$ cat src/rtl/tick_bcd_counter.sv
// Two-digit BCD counter advanced by rising edges of a slow tick level.
// A three-state run/pause controller gates which ticks are counted.
module tick_bcd_counter #(
    parameter int unsigned TENS_MAX = 5
) (
    input  logic       clk,
    input  logic       reset,
    input  logic       tick_src,
    input  logic       start,
    input  logic       stop,
    input  logic       clear,
    output logic [3:0] ones,
    output logic [3:0] tens,
    output logic       carry,
    output logic       running
);

    localparam int unsigned DW = 4;

    typedef enum logic [1:0] {
        IDLE  = 2'd0,
        RUN   = 2'd1,
        PAUSE = 2'd2
    } state_t;

    state_t state;
    logic   tick_q;
    logic   tick_c;

    assign tick_c = tick_src & ~tick_q;

    // Controller, digit registers and edge-detect history share one register block.
    always_ff @(posedge clk or negedge reset) begin
        if (!reset) begin
            state   <= IDLE;
            tick_q  <= 1'b0;
            ones    <= '0;
            tens    <= '0;
            carry   <= 1'b0;
            running <= 1'b0;
        end else begin
            tick_q <= tick_src;
            carry  <= 1'b0;
            if (clear) begin
                state   <= IDLE;
                running <= 1'b0;
                ones    <= '0;
                tens    <= '0;
            end else begin
                case (state)
                    IDLE, PAUSE: begin
                        // stop outranks start, so both together never resume
                        if (!stop && start) begin
                            state   <= RUN;
                            running <= 1'b1;
                        end
                    end
                    RUN: begin
                        if (stop) begin
                            state   <= PAUSE;
                            running <= 1'b0;
                        end else if (tick_c) begin
                            if (ones != DW'(9)) begin
                                ones <= ones + DW'(1);
                            end else begin
                                ones <= '0;
                                if (tens == DW'(TENS_MAX)) begin
                                    tens  <= '0;
                                    carry <= 1'b1;
                                end else begin
                                    tens <= tens + DW'(1);
                                end
                            end
                        end
                    end
                    default: begin
                        state   <= IDLE;
                        running <= 1'b0;
                    end
                endcase
            end
        end
    end

endmodule

$ cat config.mk
export PLATFORM = sky130hd
export DESIGN_NAME = tick_bcd_counter
export DESIGN_NICKNAME = d
export VERILOG_FILES = /design/src/rtl/tick_bcd_counter.sv
export SDC_FILE = /design/constraint.sdc
export NUM_CORES = 1
export LEC_CHECK = 0
export ABC_CLOCK_PERIOD_IN_PS = 2250
export CAP_MARGIN = 20
export CORE_MARGIN = 3
export CORE_UTILIZATION = 47
export CTS_CLUSTER_SIZE = 14
export DETAILED_ROUTE_END_ITERATION = 7
export GPL_TIMING_DRIVEN = 0
export PLACE_DENSITY_LB_ADDON = 0.1
export SYNTH_ARGS = -nofsm -noshare
export SYNTH_HDL_FRONTEND = slang
export SYNTH_SLANG_ARGS = --single-unit
$ cat constraint.sdc
create_clock -name clk -period 2.25 [get_ports clk]
set_input_delay 0.45 -clock clk [delete_from_list [all_inputs] [get_ports clk]]
set_output_delay 0.45 -clock clk [all_outputs]
set_load 0.05 [all_outputs]
# Word-level counts from Yosys, hierarchy flattened
# Index checks and enable logic that the tools add are counted.
[totals]
memories = 0
wordCells = 52
rom_bits = 0
output_inout_bits = 10
mem_bits_rw = 0
reg_bits = 13
inputBits = 6
latchBits = 0
[classes]
addsub = 2
multipliers = 0
bitwise_logic = 2
div_mod_pow = 0
n_reduce_logical = 9
eq_ne = 8
shifts = 0
mux = 25
order_cmp = 0
[ops]
columns = ["op", "n"]
rows = [
  ["two-way mux 4 bit", 11],
  ["two-way mux 1 bit", 9],
  ["adder 4 x 1 -> 4 bit (second input constant)", 2],
  ["two-way mux 2 bit", 3],
  ["!= test 3 bit (second input constant)", 2],
  ["== test 4 x 3 -> 1 bit (second input constant)", 1],
  ["!= test 4 bit (second input constant)", 1],
  ["case mux 2 bit (2 select lines)", 1],
  ["AND reduction 4 bit", 1],
  ["nonzero test 2 bit", 2],
  ["AND reduction 3 bit", 1],
  ["== test 2 x 1 -> 1 bit (second input constant)", 1],
  ["== test 2 bit (second input constant)", 1],
  ["logical NOT 2 bit", 1],
  ["!= test 2 x 1 -> 1 bit (second input constant)", 1],
  ["!= test 2 bit (second input constant)", 1],
  ["case mux 1 bit (2 select lines)", 1],
  ["AND reduction 2 bit", 1],
  ["OR reduction 2 bit", 1],
  ["AND 1 bit", 1],
  ["logical AND 1 bit", 1],
  ["logical NOT 1 bit", 1],
  ["inverter 1 bit", 1],
]

# Depth between registers and ports, before layout
# Gate-level depths: netlist of the first run.
[depth]
word_depth = 7
depth_mapped = 5
mapped_depth_nobuf = 5

# Worst setup path before layout of the first run
# No wires, ideal clock.
[synth_timing]
path_kind = "register to register"
startpoint = "register, netlist name running"
endpoint = "register ones[3]"
period_less_slack_ps = 1831
path_stages_with_launch = 5
t_required_ps = 2128
setup_time_ps = 122
setup_slack_ps = 419
path_buffers = 1
arrival_time_ps = 1709
cell_sequence = "dfrtp_1 -> or4b_1 -> clkbuf_2 -> a211o_1 -> a32o_1"
[synth_rtl]
columns = ["element", "line", "text"]
rows = [
  ["end signal, assigned", "64", "ones <= ones + DW'(1);"],
  ["end, declared", "12", "output logic [3:0] ones,"],
]

# Worst setup path after layout of the first run
[layout_timing]
startpoint = "register ones[0]"
endpoint = "output port ones[0]"
# No word-level cell between the ends.

==> results of run 1 <==
## layer usage
metal	global-route usage, %	wire, um	share of wire, %	up-vias
li1	-	-	-	298
met1	25.2	703	51	282
met2	23.8	583	42	20
met3	3.66	79	5.7	4
met4	7.23	24	1.7	0
met5	0	0	0	-
## power groups by stage
stage               Combinational [mW]  Clock [mW]  Sequential [mW]
floorplan                       0.0115           0            0.228
global placement                0.0357           0            0.225
detailed placement              0.0360           0            0.225
CTS                             0.0361       0.178            0.220
global route                    0.0389       0.182            0.221
finish                          0.0358       0.174            0.221
## flip-flops by register name, indices dropped and copies added, names as in the netlist
| register | flops |
|---|---|
| ones | 4 |
| tens | 4 |
| carry | 1 |
| running | 1 |
| state | 1 |
| tick_q | 1 |
## path summary, 6_finish.rpt
path	startpoint	endpoint	slack, ns	cells past startpoint
setup reg to reg	state[1]	ones[3]	0.54	4
max in group asynchronous	reset	ones[2]	1.37	1
setup / recovery	ones[0]	ones[0]	0.24	1
min in group clk	state[1]	state[1]	0.60	2
hold / removal	reset	tens[1]	0.53	1
hold reg to reg	state[1]	state[1]	0.60	2
## cell families after synthesis
kind of cell / after synthesis / synth area share [%]
AOI/OAI and AO/OA: 17 / 16.1
adders and majority gates: 4 / 7.30
buffers and inverters: 9 / 5.11
DFF: 12 / 43.8
muxes: 1 / 1.64
and+or+nand+nor: 26 / 26.1
## worst register-to-register path, stage by stage, from the launching register on
cell and delay [ns]:
dfrtp_1 0.42, or4b_1 0.53, clkbuf_2 0.17, a211o_1 0.23, a32o_1 0.25
## through the flow
step | cell area [um2] | setup slack [ns] | util, % | hold slack, ns
detailed placement | 855 | 0.0681 | 64.1 | 0.592
floorplan | 686 | 0.419 | - | 0.154
global placement | 855 | 0.0554 | 64.1 | 0.593
finish | 891 | 0.240 | 66.8 | 0.525
global route | 891 | 0.187 | 66.8 | 0.550
CTS | 891 | 0.238 | 66.8 | 0.547
## Yosys cell counts (all sizes together)
cell    count  share of area (%)
nor4b       1                2.2
nor2        1               0.55
ha          4                7.3
mux2        1                1.6
nand2b      1               0.91
o31ai       3                3.3
a21oi       8                5.8
nand3       4                2.9
and4b       1                1.5
o21ai       2                1.5
a211o       1                1.3
o32ai       1                1.3
inv         7                3.8
nand4       1               0.91
nor2b       1               0.91
nand3b      2                2.2
dfrtp      12                 44
nor3        4                2.9
clkbuf      2                1.3
a32o        1                1.5
nand4b      4                5.1
and3        1               0.91
and3b       1                1.3
o211a       1                1.5
nand2       2                1.1
or4b        1                1.5
and2b       1                1.3
## cell type report
type	instances	area share (%)
buffer	2	0.983
clock buffer	4	4.07
inverter	7	2.95
multi-input combinational	48	39.3
sequential	12	33.7
tap	15	2.11
timing repair buffer	15	16.9
==> impl_results.md, run 1 <==
* Vias per cell at 5.86
* MaxCap Viol Count at 0
* Dpl cells at 99
* Critical path type: reg -> out
* Critical Path Start Type: flop
* Fill cell count at 121
* Final antenna-violating net count at 0
* Area occupied by multi-input gates at 350 um2
* Routed vias at 604
* CTS Buf Count at 3
* Area Overhead vs Synth at 29.9%
* WP data arrival at 1.56 ns
* Slowest cell on the critical path: clkdlybuf4s50_1
* Root buf cell: clkbuf_4
* Crit path cell chain: clkdlybuf4s50_1
* Flop and latch count out of synthesis at 12
* Share of cells above drive strength 1 at 9.09%
* Clk pwr share at 40.4%
* Critical path fanouts, max at 6
* Fin crit share at 89.3%
* Boundary Pins at 16
* CTS Hold Bufs at 0
* Die width at 44.2 um
* Nets at 99
* Slew HR at 52.6%
* Most frequent cells in the layout: clkdlybuf4s50_1 (15), dfrtp_1 (12), a21oi_1 (8)
* CTS tree: done
* Run status: finished clean
* Slew @ Worst Pin at 0.709 ns
* Clk pin slew, worst setup/hold paths at 0.08 ns
* Switching part of the total at 23.1%
* Hold WC Path Type: in -> async
* Congestion Overflow GR at 0
* Die area at 1950 um2
* Unique masters post-synth at 28
* Seq. cell area at 300 um2
* Post-Synthesis Cell Area at 686 um2
* Initial antenna violation count at 0
* Routed len/inst at 13.5 um
* Post-synthesis sequential area ratio at 43.8%
* Final Setup Violations at 0
* Combinational Power Share at 8.3%
* Global-route wire length before repair at 2440 um
* First DRT Iteration DRCs at 11
* Htree depth at 1
* Layout Skew at 0.000902 ns
* Crit path required time at 1.80 ns
* Initial core utilization at 51.4%
* CP Capture Type: output pin
* Leak Pwr at 0.378 nW
* Vias in the first global route at 562
* Total Neg Setup Slack at 0 ns
* Slew Viols, Final at 0
* CTS max path bufs at 2
* Clk sinks at 12
* Port Buf Inserts at 15
* DRT Pass-1 Iters at 4
* Antenna Cells at 0
* P per Cell Area at 483 nW/um2
* Area of the core at 1330 um2
* Sw power at 99.4 uW
* Cells after synthesis at 69
* Setup bufs post-CTS at 0
* Post-DP HPWL at 975 um
* Fin cells at 103
* Syn Area/Cell at 9.94 um2
* Drt drc at 0
* Delay-heaviest family, CP: buffers and inverters
* Final hold viol count at 0
* Placement Rows at 13
* Total Wirelength at 1390 um
* Clock latency on the worst-skew pair at 0.27 ns
* WP buf/inv at 1
* Final min period at 2.01 ns
* Net Count, Synth at 79
* Seq pwr share at 51.3%
* Internal Power at 331 uW
* VDD IR max at 264 uV
* Fmax at 497 MHz
* Die Y at 44.2 um
* Gr usage total at 17.1%
* Commonest non-fill, non-tap cell in the layout: clkdlybuf4s50_1
* RSZ-0062 raised after global routing: no
* Power, Total at 430 uW
* Routability cong. at 0.772
* Post-CTS sizing at 0
* Synthesis warning total at 0
* Largest net degree at the start of global routing at 13
* Slowest stage delay, CP at 0.84 ns
(Power assumes the default switching activity.)
==> run 2, diff against run 1 <==
--- a/config.mk
+++ b/config.mk
@@ -7,7 +7,7 @@
 export LEC_CHECK = 0
 export ABC_CLOCK_PERIOD_IN_PS = 2250
 export CAP_MARGIN = 20
-export CORE_MARGIN = 3
+export CORE_MARGIN = 5
 export CORE_UTILIZATION = 47
 export CTS_CLUSTER_SIZE = 14
 export DETAILED_ROUTE_END_ITERATION = 7
==> run 2 against run 1 <==
Sequential share of layout area unchanged. Wire length increased by 6.7%. Clock-buffer cell count unchanged. Sequential power about the same. Largest power group unchanged. Combinational power increased by 1%. Cell count unchanged. Worst setup slack improved by 0.013 ns. Critical path depth unchanged.
==> impl_results.md, run 2 (synthesis results as in run 1) <==
* Critical Path Start Type: flop
* Total Wirelength at 1480 um
* First DRT Iteration DRCs at 11
* Placement Rows at 13
* Routed len/inst at 14.4 um
* Hold WC Path Type: in -> async
* Boundary Pins at 16
* Gr usage total at 15.7%
* Antenna Cells at 0
* Clk pin slew, worst setup/hold paths at 0.08 ns
* Slew HR at 53.7%
* Final core utilization at 66.8%
* CTS max path bufs at 2
* Fmax at 501 MHz
* Commonest non-fill, non-tap cell in the layout: clkdlybuf4s50_1
* Switching part of the total at 23.5%
* Root buf cell: clkbuf_4
* Routability cong. at 0.796
* Initial antenna violation count at 0
* Leak Pwr at 0.378 nW
* Combinational Power Share at 8.4%
* Reg2Reg Setup Slack at 0.54 ns
* Fin crit share at 88.8%
* Reg-to-reg startpoint: state[1]
* Reg2Reg Capture Point: ones[3]
* CTS tree: done
* Share of cells above drive strength 1 at 9.09%
* Crit path cell chain: clkdlybuf4s50_1
* Clk sinks at 12
* Dpl cell area at 855 um2
* Sw power at 102 uW
* Global-route wire length before repair at 2490 um
* Total Neg Setup Slack at 0 ns
* Post-DP HPWL at 1050 um
* CTS Hold Bufs at 0
* Seq pwr share at 51.0%
* Layout Skew at 0.00245 ns
* Dpl cells at 99
* Htree depth at 1
* DRT Pass-1 Iters at 4
* Port Buf Inserts at 15
* Final min period at 2.00 ns
* Die area at 2320 um2
* FF-to-FF path depth at 4
* Critical path type: reg -> out
* Die Y at 48.2 um
* Initial core utilization at 51.4%
* Slew Viols, Final at 0
* Min Hold Slack at 0.532 ns
* Final Setup Violations at 0
* Area of the core at 1330 um2
* Top flop regs: ones x4, tens x4
* Drt drc at 0
* WP data arrival at 1.55 ns
* Critical path fanouts, max at 6
* Internal Power at 331 uW
* Congestion Overflow GR at 0
* Slowest cell on the critical path: clkdlybuf4s50_1
* Setup bufs post-CTS at 0
* Final hold viol count at 0
* Crit path required time at 1.80 ns
* Run status: finished clean
* Clock latency on the worst-skew pair at 0.27 ns
* Fill cell count at 108
* WP buf/inv at 1
* Vias in the first global route at 587
* Clk pwr share at 40.7%
* Nets at 99
* CP Capture Type: output pin
* MaxCap Viol Count at 0
* Fin cells at 103
* P per Cell Area at 486 nW/um2
* Die width at 48.2 um
* RSZ-0062 raised after global routing: no
* Final Cell Area at 891 um2
* Most frequent cells in the layout: clkdlybuf4s50_1 (15), dfrtp_1 (12), a21oi_1 (8)
* Delay-heaviest family, CP: buffers and inverters
* VDD IR max at 354 uV
* Slew @ Worst Pin at 0.693 ns
* Vias per cell at 5.96
* Largest net degree at the start of global routing at 13
* Area Overhead vs Synth at 29.9%
* Routed vias at 614
* Slowest stage delay, CP at 0.83 ns
* Post-CTS sizing at 0
* CTS Buf Count at 3
* Final antenna-violating net count at 0
-- run 2: how the worst max path moves through the flow --
| stage | to | cells after the start | start |
|---|---|---|---|
| after floorplan | ones[3] | 4 | running |
| after global placement | ones[3] | 5 | stop |
| after detailed placement | ones[3] | 5 | stop |
| after CTS | ones[3] | 1 | ones[3] |
| after global routing | ones[3] | 1 | ones[3] |
| final | ones[0] | 1 | ones[0] |
-- run 2: power groups by stage --
stage          clock (mW)  combinational (mW)  sequential (mW)
6_report            0.176              0.0363            0.220
2_1_floorplan           0              0.0115            0.228
4_1_cts             0.179              0.0367            0.220
3_3_place_gp            0              0.0357            0.225
5_1_grt             0.186              0.0399            0.221
3_5_place_dp            0              0.0364            0.225
-- run 2: through the flow --
stage / total power [mW] / worst slack [ns]
after floorplan: 0.240 / 0.419
after global placement: 0.260 / 0.0624
after detailed placement: 0.261 / 0.0648
after CTS: 0.436 / 0.252
after global routing: 0.447 / 0.184
final: 0.433 / 0.253
-- run 2: cell type report --
cell class	instances	area (um2)	share of cell area (%)
plain buffers	2	8.76	0.983
clock buffers	4	36.3	4.07
inverters	7	26.3	2.95
multi-input cells	48	350	39.3
flip-flops and latches	12	300	33.7
well taps	15	18.8	2.11
repair buffers	15	150	16.9
-- run 2: per-layer routing --
metal / part of all wire [%] / wire length [um] / GRT usage (%) / vias up
met5: 0 / 0 / 0 / -
met4: 0.54 / 8 / 9.14 / 0
met3: 5.5 / 82 / 5.17 / 2
met2: 45 / 667 / 20.6 / 18
met1: 49 / 725 / 22.1 / 293
li1: - / - / - / 301
==> variant 1: new RTL, config.mk and constraints of run 1 <==
`DW`: 4 -> 3.
--- a/src/rtl/tick_bcd_counter.sv
+++ b/src/rtl/tick_bcd_counter.sv
@@ -15,7 +15,7 @@
     output logic       running
 );
 
-    localparam int unsigned DW = 4;
+    localparam int unsigned DW = 3;
 
     typedef enum logic [1:0] {
         IDLE  = 2'd0,
Formal check against the unedited RTL: not equivalent (Yosys sat finds a counterexample within 10 cycles, from zero or initial values and one cycle with reset low).
==> variant 1 against run 1 <==
  * Sequential power barely moved
  * Synthesized cell count fell by 1.4%
  * Global-route usage fell by 0.49 points
  * Wire length rose by 3.2%
  * Cell area rose by 1.5%
  * First-iteration DRC count fell by 18%
  * Setup slack improved by 0.014 ns
  * Power rose by 1.5%
  * Area after synthesis rose by 2.0%
  * Via count fell by 0.66%
  * Sequential cell count did not move
  * Sequential share of layout area fell by 0.51 points
  * Critical path type unchanged
  * Largest cell class unchanged
==> variant 1: results (changes against run 1) <==
Outcome
Status: complete, no violations (unchanged).

CTS
The total number of H-tree levels was 1 (unchanged). The number of cells upsized or downsized after cts is 0 (unchanged). The number of CTS-inserted buffers was 3 (unchanged). The clock latency of the later-clocked register in the worst-skew pair is 0.27 ns (about the same). The clock-pin slew of the registers on the worst-case setup and hold paths came to 0.08 ns (about the same). The clock tree root buffer cell was clkbuf_4 (unchanged).

Placement
The worst slack after detailed placement was 0.0715 ns (was 0.0681 ns). The global placer's final weighted congestion was 0.732 (was 0.772). The HPWL after detailed placement came to 1020 µm (was 975 µm). The standard cell area after detailed placement is 868 µm² (was 855 µm²).

Synth
The share of async-settable or async-resettable flops after synthesis came to 100% (unchanged). The count of synthesis-stage warnings from yosys came to 0 (unchanged). The number of nets in the synthesized netlist was 78 (was 79). Ranking of synthesized cells by area: dfrtp_1, ha_1, nand4b_1 (was dfrtp_1, ha_1, a21oi_1). The number of different library cells in the post-synthesis netlist was 27 (was 28).

List of most frequent post-synthesis cells: dfrtp_1, a21oi_1, inv_1 (unchanged). The sequential fraction of the synthesis area is 42.9% (was 43.8%). The area fraction of the dominant cell type after synthesis is 42.9% (was 43.8%).

Global route
The total routing resource utilization after global routing is 16.6% (was 17.1%). The number of global-route vias before repair came to 552 (was 562). The first-pass GRT wire length is 2380 µm (was 2440 µm). The number of antenna violations at the first check in global routing is 0 (unchanged). The met2 usage in global routing is 26.4% (was 23.8%). The routing usage on met1 is 20.3% (was 25.2%). The global routing usage on met3 is 2.85% (was 3.66%).

Route
The count of routing violations after the opening detailed-route iteration was 9 (was 11). The mean routed wirelength per cell is 14.1 µm (was 13.5 µm). The detailed-route via count is 600 (was 604).

Power and ir drop
The switching part of the total power is 23.8% (was 23.1%). The maximum ir drop on the vdd rail is 0.292 mV (was 0.264 mV). The leakage power of the design was 0.396 nW (was 0.378 nW).

Timing
The worst-margin pin slew was 0.556 ns (was 0.709 ns). The final worst clock skew is 0.000514 ns (was 0.000902 ns).

Worst setup path
The master of the slowest instance on the critical path was clkdlybuf4s50_1 (unchanged).

Cells and area
The total number of nets in the final design is 98 (was 99). The fraction of layout instances using a drive strength above 1 was 13.8% (was 9.09%). The number of antenna cells inserted is 0 (unchanged).
-- variant 1: final timing paths --
check	from	to	slack [ns]	depth (start not counted)
max	ones[0]	ones[0]	0.25	1
min	reset	carry	0.53	1
max reg2reg	state[1]	ones[3]	0.58	3
min reg2reg	ones[2]	ones[2]	0.60	2
max in group asynchronous	reset	state[1]	1.36	1
min in group clk	ones[2]	ones[2]	0.60	2
-- variant 1: metrics by stage --
stage | util, % | instances | total power [mW]
6_report | 67.0 | 102 | 0.437
4_1_cts | 67.0 | 102 | 0.439
5_1_grt | 67.0 | 102 | 0.453
3_5_place_dp | 64.3 | 98 | 0.265
2_1_floorplan | - | 68 | 0.242
3_3_place_gp | 64.3 | 98 | 0.264
-- variant 1: layout make-up --
class | instances | area, µm²
Buffer | 1 | 3.75
Clock buffer | 4 | 36.3
Fill cell | 121 | 445
Inverter | 6 | 22.5
Multi-Input combinational cell | 49 | 373
Sequential cell | 12 | 300
Tap cell | 15 | 18.8
Timing Repair Buffer | 15 | 150
-- variant 1: metal layers --
layer / vias up / part of all wire, %
met5: - / 0
met2: 16 / 44
met1: 292 / 49
li1: 287 / -
met4: 0 / 2.7
met3: 5 / 4.1
-- variant 1: power by group through the flow --
stage	Sequential [mW]	Combinational, mW	Clock [mW]
2_1_floorplan	0.229	0.0135	0
3_3_place_gp	0.225	0.0386	0
3_5_place_dp	0.226	0.0392	0
4_1_cts	0.221	0.0394	0.179
5_1_grt	0.222	0.0426	0.189
6_report	0.221	0.0389	0.177
-- variant 1: kinds of logic after synthesis --
kind of cell	Yosys count	share of synthesized area, %
DFF	12	42.9
and+or+nand+nor	30	30.9
AOI/OAI and AO/OA	12	10.6
adders and majority gates	4	7.16
buffers and inverters	7	3.76
muxes	3	4.65
==> variant 2: new RTL, flow settings as in run 1 <==
Made on the original files. Reset style: synchronous (`reset`), changed in one clocked block.
--- a/src/rtl/tick_bcd_counter.sv
+++ b/src/rtl/tick_bcd_counter.sv
@@ -30,7 +30,7 @@
     assign tick_c = tick_src & ~tick_q;
 
     // Controller, digit registers and edge-detect history share one register block.
-    always_ff @(posedge clk or negedge reset) begin
+    always_ff @(posedge clk) begin
         if (!reset) begin
             state   <= IDLE;
             tick_q  <= 1'b0;
Check against the original RTL: differs if reset is asserted again (counterexample within 4 cycles, from zero or initial values and one cycle with reset low); with reset held inactive, the same outputs for 10 cycles.
==> variant 2 against run 1 <==
  * Critical path depth unchanged
  * Register-to-register slack improved by 0.38 ns
  * Combinational power is 21% lower
  * Setup slack worse by 0.045 ns
  * Non-clock buffer count shrank 1
  * Wire length down 4.3%
  * Sequential cell count is the same
  * Area after synthesis shrank 11%
  * Count of clock-buffer cells in the layout stayed put
  * Final cell count fell by 3.9%
  * Cell area decreased by 8.6%
  * Power is 2.5% lower
  * Critical path type unchanged
==> variant 2: results (changes against run 1) <==
Route
The count of routing violations after the opening detailed-route iteration is 4 (was 11). The routed wire length is 1330 µm (was 1390 µm). The detailed-route via count is 535 (was 604).

Cells and area
Registers with the most flip-flops: ones: 4 flops, tens: 4 flops, state: 2 flops (was ones: 4 flops, tens: 4 flops). The total number of nets in the final design is 92 (was 99). The fraction of layout instances using a drive strength above 1 is 7.06% (was 9.09%).

Worst setup path
The maximum fanout encountered on the critical timing path came to 9 (was 6). The kind of cell with the highest combined delay on the critical path is buffers and inverters (unchanged). The endpoint arrival time on the critical path came to 1.61 ns (was 1.56 ns).

Global route
The first-pass GRT wire length is 2220 µm (was 2440 µm). The number of global-route vias before repair was 506 (was 562). The global routing usage on met3 is 8.58% (was 3.66%). The largest net degree at the start of global routing is 10 (was 13). The met2 usage in global routing came to 28.4% (was 23.8%). The total routing resource utilization after global routing is 16.5% (was 17.1%). The routing usage on met1 is 17.1% (was 25.2%).

Timing
The final worst clock skew came to 0.0105 ns (was 0.000902 ns). The worst max-slew margin expressed relative to the limit is 66.5% (was 52.6%).

Power and ir drop
The leakage power of the design is 0.275 nW (was 0.378 nW). The maximum ir drop on the vdd rail was 0.390 mV (was 0.264 mV). The design internal power is 327 µW (was 331 µW).

Placement
The HPWL after detailed placement is 985 µm (was 975 µm). The post-placement cell count came to 95 (was 99). The global placer's final weighted congestion was 0.750 (was 0.772). The standard cell area after detailed placement is 778 µm² (was 855 µm²).

CTS
The maximum clock insertion buffer count is 2 (unchanged).

Synth
The number of nets in the synthesized netlist is 72 (was 79). The share of async-settable or async-resettable flops after synthesis is 0% (was 100%). The mean area per synthesized cell is 9.25 µm² (was 9.94 µm²). The number of different library cells in the post-synthesis netlist is 26 (was 28). The sequential fraction of the synthesis area is 39.3% (was 43.8%). Ranking of synthesized cells by area: dfxtp_1, nor2b_1, nand2b_1 (was dfrtp_1, ha_1, a21oi_1).

List of most frequent post-synthesis cells: dfxtp_1, nor2b_1, nand2b_1 (was dfrtp_1, a21oi_1, inv_1).

Outcome
Status: complete, no violations (unchanged).

Worst hold path
The class of the tightest hold or removal check was reg -> reg (was in -> async).
variant 2: kinds of logic after synthesis:
family	synth area share (%)
buf+inv	1.84
compound gates	11.7
mux	4.92
flops	39.3
simple gates	42.2
variant 2: cell type report:
cell class | instances | area, µm²
multi-input combinational | 51 | 359
fill | 92 | 342
sequential | 12 | 240
timing repair buffer | 15 | 150
clock buffer | 4 | 36.3
tap | 14 | 17.5
inverter | 2 | 7.51
buffer | 1 | 3.75
variant 2: metrics by stage:
step,setup WS [ns],hold slack [ns]
2_1_floorplan,0.667,0.526
4_1_cts,0.206,0.503
6_report,0.195,0.501
3_3_place_gp,0.299,0.479
5_1_grt,0.160,0.538
3_5_place_dp,0.304,0.491
variant 2: path summary, 6_finish.rpt:
path / from / to / slack [ns] / cells after the start
min reg2reg: tens[0] / tens[0] / 0.50 / 2
max: ones[1] / ones[1] / 0.19 / 1
min: tens[0] / tens[0] / 0.50 / 2
max reg2reg: state[0] / ones[3] / 0.92 / 3
variant 2: power by group through the flow:
stage / Clock, mW / Combinational, mW / Sequential [mW]
4_1_cts: 0.179 / 0.0284 / 0.216
3_3_place_gp: 0 / 0.0273 / 0.221
5_1_grt: 0.185 / 0.0304 / 0.216
3_5_place_dp: 0 / 0.0284 / 0.221
6_report: 0.175 / 0.0282 / 0.216
2_1_floorplan: 0 / 0.0113 / 0.223
variant 2: layer usage:
metal,up-vias,wire [µm]
met4,0,22
met5,-,0
li1,283,-
met3,4,64
met2,8,636
met1,240,608
